--- src/rtl/mmio_if.sv ---
// Bus bundle between the EX/WB pipeline stages, the UART and mmio_ctrl.
// The controller sits on the slave side; the core/UART environment drives the master side.
interface mmio_if;
  logic [31:0] ex_addr_i;
  logic [31:0] ex_wdata_i;
  logic        ex_we_i;
  logic        ex_re_i;
  logic        stall_i;
  logic        inst_retire_i;
  logic [7:0]  uart_tx_data_o;
  logic        uart_tx_valid_o;
  logic        uart_tx_ready_i;
  logic [7:0]  uart_rx_data_i;
  logic        uart_rx_valid_i;
  logic        uart_rx_ready_o;
  logic [31:0] uart_data_o;
  logic        mmio_hit_o;

  modport slave (
    input  ex_addr_i, ex_wdata_i, ex_we_i, ex_re_i, stall_i, inst_retire_i,
    input  uart_tx_ready_i, uart_rx_data_i, uart_rx_valid_i,
    output uart_tx_data_o, uart_tx_valid_o, uart_rx_ready_o,
    output uart_data_o, mmio_hit_o
  );

  modport master (
    output ex_addr_i, ex_wdata_i, ex_we_i, ex_re_i, stall_i, inst_retire_i,
    output uart_tx_ready_i, uart_rx_data_i, uart_rx_valid_i,
    input  uart_tx_data_o, uart_tx_valid_o, uart_rx_ready_o,
    input  uart_data_o, mmio_hit_o
  );
endinterface

--- src/rtl/mmio_ctrl.sv ---
// MMIO controller for the 0x8000_00xx window: UART tx/rx handshakes plus
// cycle and retired-instruction counters, with registered read data to WB.
module mmio_ctrl #(
  parameter logic [31:0] BASE_ADDR = 32'h8000_0000
) (
  input  logic  clk,
  input  logic  rst_n,
  mmio_if.slave bus
);

  localparam logic [7:0] OFF_STATUS = 8'h00;
  localparam logic [7:0] OFF_RX     = 8'h04;
  localparam logic [7:0] OFF_TX     = 8'h08;
  localparam logic [7:0] OFF_CYCLE  = 8'h10;
  localparam logic [7:0] OFF_INSTR  = 8'h14;
  localparam logic [7:0] OFF_CLEAR  = 8'h18;

  typedef enum logic {TX_IDLE, TX_PEND} tx_state_t;

  tx_state_t   tx_state, tx_state_nxt;
  logic [7:0]  tx_byte, tx_byte_nxt;
  logic        rx_full;
  logic [7:0]  rx_byte;
  logic [31:0] cycle_cnt;
  logic [31:0] instr_cnt;
  logic [31:0] rd_data;
  logic        rd_hit;
  logic [31:0] uart_data_q;
  logic        mmio_hit_q;

  // Address decode: offset within the window, qualified by a non-stalled request.
  logic [31:0] addr_off;
  logic        in_window;
  logic        req_wr, req_rd;
  logic        wr_tx, wr_clear, rd_rx;
  logic        rx_capture, rx_pop;

  assign addr_off  = bus.ex_addr_i - BASE_ADDR;
  assign in_window = (addr_off[31:8] == 24'd0);
  // A simultaneous load and store performs only the store.
  assign req_wr    = bus.ex_we_i & ~bus.stall_i;
  assign req_rd    = bus.ex_re_i & ~bus.ex_we_i & ~bus.stall_i;
  assign wr_tx     = req_wr & in_window & (addr_off[7:0] == OFF_TX);
  assign wr_clear  = req_wr & in_window & (addr_off[7:0] == OFF_CLEAR);
  assign rd_rx     = req_rd & in_window & (addr_off[7:0] == OFF_RX);

  // Ready is pure state, so capture and pop can never coincide.
  assign rx_capture = bus.uart_rx_valid_i & ~rx_full;
  assign rx_pop     = rd_rx & rx_full;

  // TX state register and held transmit byte.
  always_ff @(posedge clk or negedge rst_n) begin
    if (!rst_n) begin
      tx_state <= TX_IDLE;
      tx_byte  <= 8'h00;
    end else begin
      // NOTE: non-blocking so every flop samples pre-edge values regardless of block order.
      tx_state <= tx_state_nxt;
      tx_byte  <= tx_byte_nxt;
    end
  end

  // TX next-state: latch a byte from IDLE, release it on the ready handshake.
  always_comb begin
    // NOTE: defaults first so no path leaves a variable unassigned (no latch).
    tx_state_nxt = tx_state;
    tx_byte_nxt  = tx_byte;
    unique case (tx_state)
      TX_IDLE: begin
        if (wr_tx) begin
          tx_state_nxt = TX_PEND;
          tx_byte_nxt  = bus.ex_wdata_i[7:0];
        end
      end
      TX_PEND: begin
        // Writes to the tx register are dropped here; software polls status.
        if (bus.uart_tx_ready_i) tx_state_nxt = TX_IDLE;
      end
      default: tx_state_nxt = TX_IDLE;
    endcase
  end

  // One-entry RX buffer: capture when empty, pop on a read of the rx register.
  always_ff @(posedge clk or negedge rst_n) begin
    if (!rst_n) begin
      rx_full <= 1'b0;
      // NOTE: the data byte is reset too, so a stale read after reset returns a known 0.
      rx_byte <= 8'h00;
    end else if (rx_capture) begin
      rx_full <= 1'b1;
      rx_byte <= bus.uart_rx_data_i;
    end else if (rx_pop) begin
      rx_full <= 1'b0;
    end
  end

  // Free-running counters; a clear write wins over that cycle's increments.
  always_ff @(posedge clk or negedge rst_n) begin
    if (!rst_n) begin
      cycle_cnt <= 32'd0;
      instr_cnt <= 32'd0;
    end else if (wr_clear) begin
      cycle_cnt <= 32'd0;
      instr_cnt <= 32'd0;
    end else begin
      cycle_cnt <= cycle_cnt + 32'd1;
      instr_cnt <= instr_cnt + {31'd0, bus.inst_retire_i};
    end
  end

  // Read mux over pre-edge state; undefined addresses return 0 with no hit.
  always_comb begin
    rd_data = 32'd0;
    rd_hit  = 1'b0;
    if (req_rd && in_window) begin
      unique case (addr_off[7:0])
        OFF_STATUS: begin rd_data = {30'd0, rx_full, tx_state == TX_IDLE}; rd_hit = 1'b1; end
        OFF_RX:     begin rd_data = {24'd0, rx_byte};                      rd_hit = 1'b1; end
        OFF_CYCLE:  begin rd_data = cycle_cnt;                             rd_hit = 1'b1; end
        OFF_INSTR:  begin rd_data = instr_cnt;                             rd_hit = 1'b1; end
        default:    ;
      endcase
    end
  end

  // Register read data for writeback, one cycle after EX.
  always_ff @(posedge clk or negedge rst_n) begin
    if (!rst_n) begin
      uart_data_q <= 32'd0;
      mmio_hit_q  <= 1'b0;
    end else begin
      uart_data_q <= rd_data;
      mmio_hit_q  <= rd_hit;
    end
  end

  assign bus.uart_tx_valid_o = (tx_state == TX_PEND);
  assign bus.uart_tx_data_o  = tx_byte;
  assign bus.uart_rx_ready_o = ~rx_full;
  assign bus.uart_data_o     = uart_data_q;
  assign bus.mmio_hit_o      = mmio_hit_q;

endmodule

--- src/flat_wrapper.sv ---
// flat-port wrapper written by rule: the top's interface ports become plain ports
module mmio_ctrl_flat 
#(
  parameter logic [31:0] BASE_ADDR = 32'h8000_0000
)
  (clk, rst_n, bus_ex_addr_i, bus_ex_wdata_i, bus_ex_we_i, bus_ex_re_i, bus_stall_i, bus_inst_retire_i, bus_uart_tx_ready_i, bus_uart_rx_data_i, bus_uart_rx_valid_i, bus_uart_tx_data_o, bus_uart_tx_valid_o, bus_uart_rx_ready_o, bus_uart_data_o, bus_mmio_hit_o);
  mmio_if bus_i ();
  input  logic clk;
  input  logic rst_n;
  input wire logic [$bits(bus_i.ex_addr_i)-1:0] bus_ex_addr_i;
  input wire logic [$bits(bus_i.ex_wdata_i)-1:0] bus_ex_wdata_i;
  input wire logic [$bits(bus_i.ex_we_i)-1:0] bus_ex_we_i;
  input wire logic [$bits(bus_i.ex_re_i)-1:0] bus_ex_re_i;
  input wire logic [$bits(bus_i.stall_i)-1:0] bus_stall_i;
  input wire logic [$bits(bus_i.inst_retire_i)-1:0] bus_inst_retire_i;
  input wire logic [$bits(bus_i.uart_tx_ready_i)-1:0] bus_uart_tx_ready_i;
  input wire logic [$bits(bus_i.uart_rx_data_i)-1:0] bus_uart_rx_data_i;
  input wire logic [$bits(bus_i.uart_rx_valid_i)-1:0] bus_uart_rx_valid_i;
  output wire logic [$bits(bus_i.uart_tx_data_o)-1:0] bus_uart_tx_data_o;
  output wire logic [$bits(bus_i.uart_tx_valid_o)-1:0] bus_uart_tx_valid_o;
  output wire logic [$bits(bus_i.uart_rx_ready_o)-1:0] bus_uart_rx_ready_o;
  output wire logic [$bits(bus_i.uart_data_o)-1:0] bus_uart_data_o;
  output wire logic [$bits(bus_i.mmio_hit_o)-1:0] bus_mmio_hit_o;
  assign bus_i.ex_addr_i = bus_ex_addr_i;
  assign bus_i.ex_wdata_i = bus_ex_wdata_i;
  assign bus_i.ex_we_i = bus_ex_we_i;
  assign bus_i.ex_re_i = bus_ex_re_i;
  assign bus_i.stall_i = bus_stall_i;
  assign bus_i.inst_retire_i = bus_inst_retire_i;
  assign bus_i.uart_tx_ready_i = bus_uart_tx_ready_i;
  assign bus_i.uart_rx_data_i = bus_uart_rx_data_i;
  assign bus_i.uart_rx_valid_i = bus_uart_rx_valid_i;
  assign bus_uart_tx_data_o = bus_i.uart_tx_data_o;
  assign bus_uart_tx_valid_o = bus_i.uart_tx_valid_o;
  assign bus_uart_rx_ready_o = bus_i.uart_rx_ready_o;
  assign bus_uart_data_o = bus_i.uart_data_o;
  assign bus_mmio_hit_o = bus_i.mmio_hit_o;
  mmio_ctrl #(.BASE_ADDR(BASE_ADDR)) u_core (.clk(clk), .rst_n(rst_n), .bus(bus_i));
endmodule
--- config.mk ---
export PLATFORM = sky130hd
export DESIGN_NAME = mmio_ctrl_flat
export DESIGN_NICKNAME = d
export VERILOG_FILES = /design/src/rtl/mmio_if.sv /design/src/rtl/mmio_ctrl.sv /design/src/flat_wrapper.sv
export SDC_FILE = /design/constraint.sdc
export NUM_CORES = 1
export LEC_CHECK = 0
export ABC_AREA = 1
export BUFFER_PORTS_ARGS = -buffer_cell sky130_fd_sc_hd__buf_4
export CORE_MARGIN = 5
export CORE_UTILIZATION = 35
export CTS_CLUSTER_SIZE = 40
export DETAILED_ROUTE_END_ITERATION = 8
export SYNTH_ARGS = -nofsm -noshare
export SYNTH_HDL_FRONTEND = slang
export SYNTH_SLANG_ARGS = --single-unit
--- constraint.sdc ---
create_clock -name clk -period 1.8 [get_ports clk]
set_input_delay 0.27 -clock clk [delete_from_list [all_inputs] [get_ports clk]]
set_output_delay 0.27 -clock clk [all_outputs]
set_load 0.02 [all_outputs]
# After elaboration in Yosys (flattened, before gate mapping)
# Index checks and enable logic that the tools add are counted.
# classes
reduce_logical	6
eq_ne	5
n_bitwise	14
mux	11
addsub	3
# op_table
cell	n
one-hot mux 32 bit (4 select lines)	1
two-way mux 32 bit	3
adder 32 x 1 -> 32 bit	1
adder 32 x 1 -> 32 bit, second input constant	1
subtractor 32 bit, second input constant	1
equality test 8 x 5 -> 1 bit, second input constant	3
zero test 24 bit	1
bitwise AND 1 bit	10
equality test 8 x 3 -> 1 bit, second input constant	1
equality test 8 x 4 -> 1 bit, second input constant	1
zero test 8 bit	1
two-way mux 1 bit	6
inverter 1 bit	4
OR reduction 4 bit	1
one-hot mux 1 bit (2 select lines)	1
AND reduction 2 bit	1
nonzero test 2 bit	1
logical AND 1 bit	1
# totals
register_bits	115
word_cells	47
input_bits	80

# Logic depth before layout (Yosys ltp)
# logic_depth
ltp_word	8
depth_mapped	10
mapped_depth_nobuf	10

# Worst setup path after synthesis
# OpenSTA, ideal clock, no wires.
# synth_timing
path_type	register to register
startpoint	register u_core.instr_cnt[0]
endpoint	register u_core.instr_cnt[12]
setup_time_ps	120
path_stages_with_launch	9
n_path_buf	0
synth_period_minus_slack_ps	1503
arrival_ps	1383
path_slack_ps	297
path_cell_list	dfrtp_1 > ha_1 > ha_1 > nand2_1 > nor2_1 > inv_1 > nor2_1 > xor2_1 > nor2_1
# synth_between
elab_chain_len	2
# synth_lines
element	line	rtl
from (decl)	mmio_ctrl.sv:25	logic [31:0] instr_cnt;
from (signal assigned)	mmio_ctrl.sv:107	instr_cnt <= instr_cnt + {31'd0, bus.inst_retire_i};
adder 32 x 1 -> 32 bit	mmio_ctrl.sv:107	
two-way mux 32 bit	mmio_ctrl.sv:102	end else if (wr_clear) begin
# Every way passes these cells.
# A chain may end at the register's enable or synchronous reset.

# Worst setup path after layout
# layout_timing
startpoint	register u_core.instr_cnt[0]
endpoint	register u_core.instr_cnt[16]
# Same word-level chain as after synthesis.

==> reports/metrics.csv <==
metric,value,unit
ys_warn_count,0,
grt_pass1_wl,28200,um
cts_root_buffer,clkbuf_16,
numCtsBuffers,17,
syn_area,0.00614,mm2
cap_violations,0,
io_pins,123,
final_cell_mix,"267 x nand2_1, 220 x nor2_1, 119 x buf_4",
rsz0062_at_grt,false,
postSynthAreaPerCell,7.05,um2
leakage,4.11,nW
globalplace.congestion,0.885,
cp-end-kind,flop,
hold_class,in -> reg,
slew_headroom,70.2,%
crit_fanout,3,
grt_pass1_vias,5662,
clk-insertion-delay-late,420,ps
firstDrtPassIters,5,
p_total,7.20,mW
period_minus_slack,1630,ps
port_buffers,98,
setup_viol,0,
path_clk_slew,50,ps
cts.sinks,115,
ant_nets,0,
drive_gt1_share,17.6,%
grt_max_degree,41,
core.rowCount,48,
fin_skew,11.5,ps
drv_slew,0,
outcome,completed,
diodes,0,
antenna_found_initial,0,
htree_num_levels,4,
viasPerCell,4.52,
powerDensity,899,mW/mm2
utilization,46.5,%
fin_nets,1084,
period_share,90.6,%
worstSetupStartpointType,flop,
syn_to_final_growth,30.4,%
worstSetupPathType,reg -> reg,
overflow,0,
yosysSeqAreaShare,46.9,%
wl,16900,um
track_usage,17.6,%
drc,0,
drt_iter0_markers,347,
tightest_slew,446,ps
ir_worst_vdd,0.000639,V
fp.dieW,142,um
core_area,0.0172,mm2
die_y,142,um
fin_area,0.00801,mm2
die_area,0.0203,mm2
ys_types,27,
synth-seq-cells,115,
routedWlPerCell,13.7,um
cp_data_arrival_time,1930,ps
final_common_cell,nand2_1,
hpwl,12900,um
syn-instance-count,871,
vias,5596,
start_util,35.6,%
place_area,0.00732,mm2
cts_buffer_depth,2,
crit_required,2100,ps
fmax,613,MHz
hold_viol_final,0,
syn_nets,954,
cts_tree,done,
hold_slack,33.3,ps
## cells by family after synthesis
family / after synthesis / synth area share [%]
fa+ha+maj: 3 / 0.611
buf+inv: 122 / 8.33
flops: 115 / 46.9
xor+xnor: 26 / 3.71
compound gates: 40 / 3.30
simple gates: 561 / 36.5
mux: 4 / 0.733
## per-layer routing
metal	wire, um	track usage, %
met4	349	5.90
met2	8230	28.9
met1	7790	23.4
met3	538	3.76
met5	0	0
## path summary, 6_finish.rpt
kind / slack (ps) / cells after the start / end / start
max: 170 / 8 / u_core.instr_cnt[16]$_DFF_PN0_ / u_core.instr_cnt[0]$_DFF_PN0_
min: 30 / 2 / u_core.bus.uart_tx_valid_o$_DFF_PN0_ / bus_uart_tx_ready_i
max reg2reg: 170 / 8 / u_core.instr_cnt[16]$_DFF_PN0_ / u_core.instr_cnt[0]$_DFF_PN0_
min reg2reg: 480 / 2 / u_core.bus.uart_tx_data_o[5]$_DFFE_PN0P_ / u_core.bus.uart_tx_data_o[5]$_DFFE_PN0P_
max in group asynchronous: 920 / 3 / u_core.cycle_cnt[17]$_DFF_PN0_ / rst_n
min in group asynchronous: 310 / 2 / u_core.rx_byte[4]$_DFFE_PN0P_ / rst_n
## flip-flops by register name, indices dropped and copies added (netlist names)
register                    cells
u_core.bus.mmio_hit_o           1
u_core.bus.uart_data_o         32
u_core.bus.uart_tx_data_o       8
u_core.bus.uart_tx_valid_o      1
u_core.cycle_cnt               32
u_core.instr_cnt               32
u_core.rx_byte                  8
u_core.rx_full                  1
## synth_stat cells
cell | count | area, um2
buf_4 | 2 | 15.0
nand3_2 | 1 | 10.0
buf_6 | 6 | 67.6
o21bai_1 | 1 | 7.51
and2_1 | 1 | 6.26
nor3_4 | 1 | 16.3
clkbuf_1 | 5 | 18.8
buf_1 | 1 | 3.75
nand2_1 | 267 | 1000
ha_1 | 3 | 37.5
o21ai_1 | 1 | 5.00
xor2_1 | 19 | 166
nor2_2 | 6 | 37.5
nand3_1 | 46 | 230
buf_2 | 1 | 5.00
dfrtp_1 | 115 | 2880
xnor2_1 | 7 | 61.3
nor2_4 | 1 | 11.3
nand4_1 | 10 | 62.6
inv_2 | 1 | 3.75
nor2_1 | 226 | 848
nand3b_1 | 1 | 7.51
nand2_2 | 1 | 6.26
mux2_2 | 4 | 45.0
a21oi_1 | 5 | 25.0
o21ai_0 | 33 | 165
inv_1 | 106 | 398
## metrics by stage
step	setup TNS [ps]	cells	setup WS (ps)
final	0	1238	170
after global routing	0	1238	6.15
after CTS	0	1237	1.69
after detailed placement	-13.1	1205	-9.47
after global placement	0	1205	37.3
after floorplan	0	871	297
## power breakdown
part           switching, mW  internal (mW)  total (mW)
clock network           1.20           2.45        3.64
registers              0.139           2.74        2.88
logic                  0.378          0.294       0.672
## what timing repair did
item / 4_1_cts / 5_1_grt
setup endpoints to repair: 3 / 10
setup buffers: 0 / 1
gates resized for setup: 2 / 9
pin swaps: 0 / 0
hold buffers: 1 / 0
hold endpoints to repair: 22 / 0
## final cells by class
type	instances	area, um2
fillers	1753	9230
flip-flops and latches	115	2880
multi-input cells	634	2790
repair buffers	126	1020
clock buffers	22	484
inverters	107	402
well taps	225	282
clock inverters	9	151
## critical path: stages (launching register included)
cell	delay [ps]
dfrtp_1	350
ha_2	210
ha_1	210
nand2_1	120
nor2_4	130
nand2_1	120
nor2_2	160
xor2_1	160
nor2_1	60
Note: power is estimated with default switching activity, not from simulation.
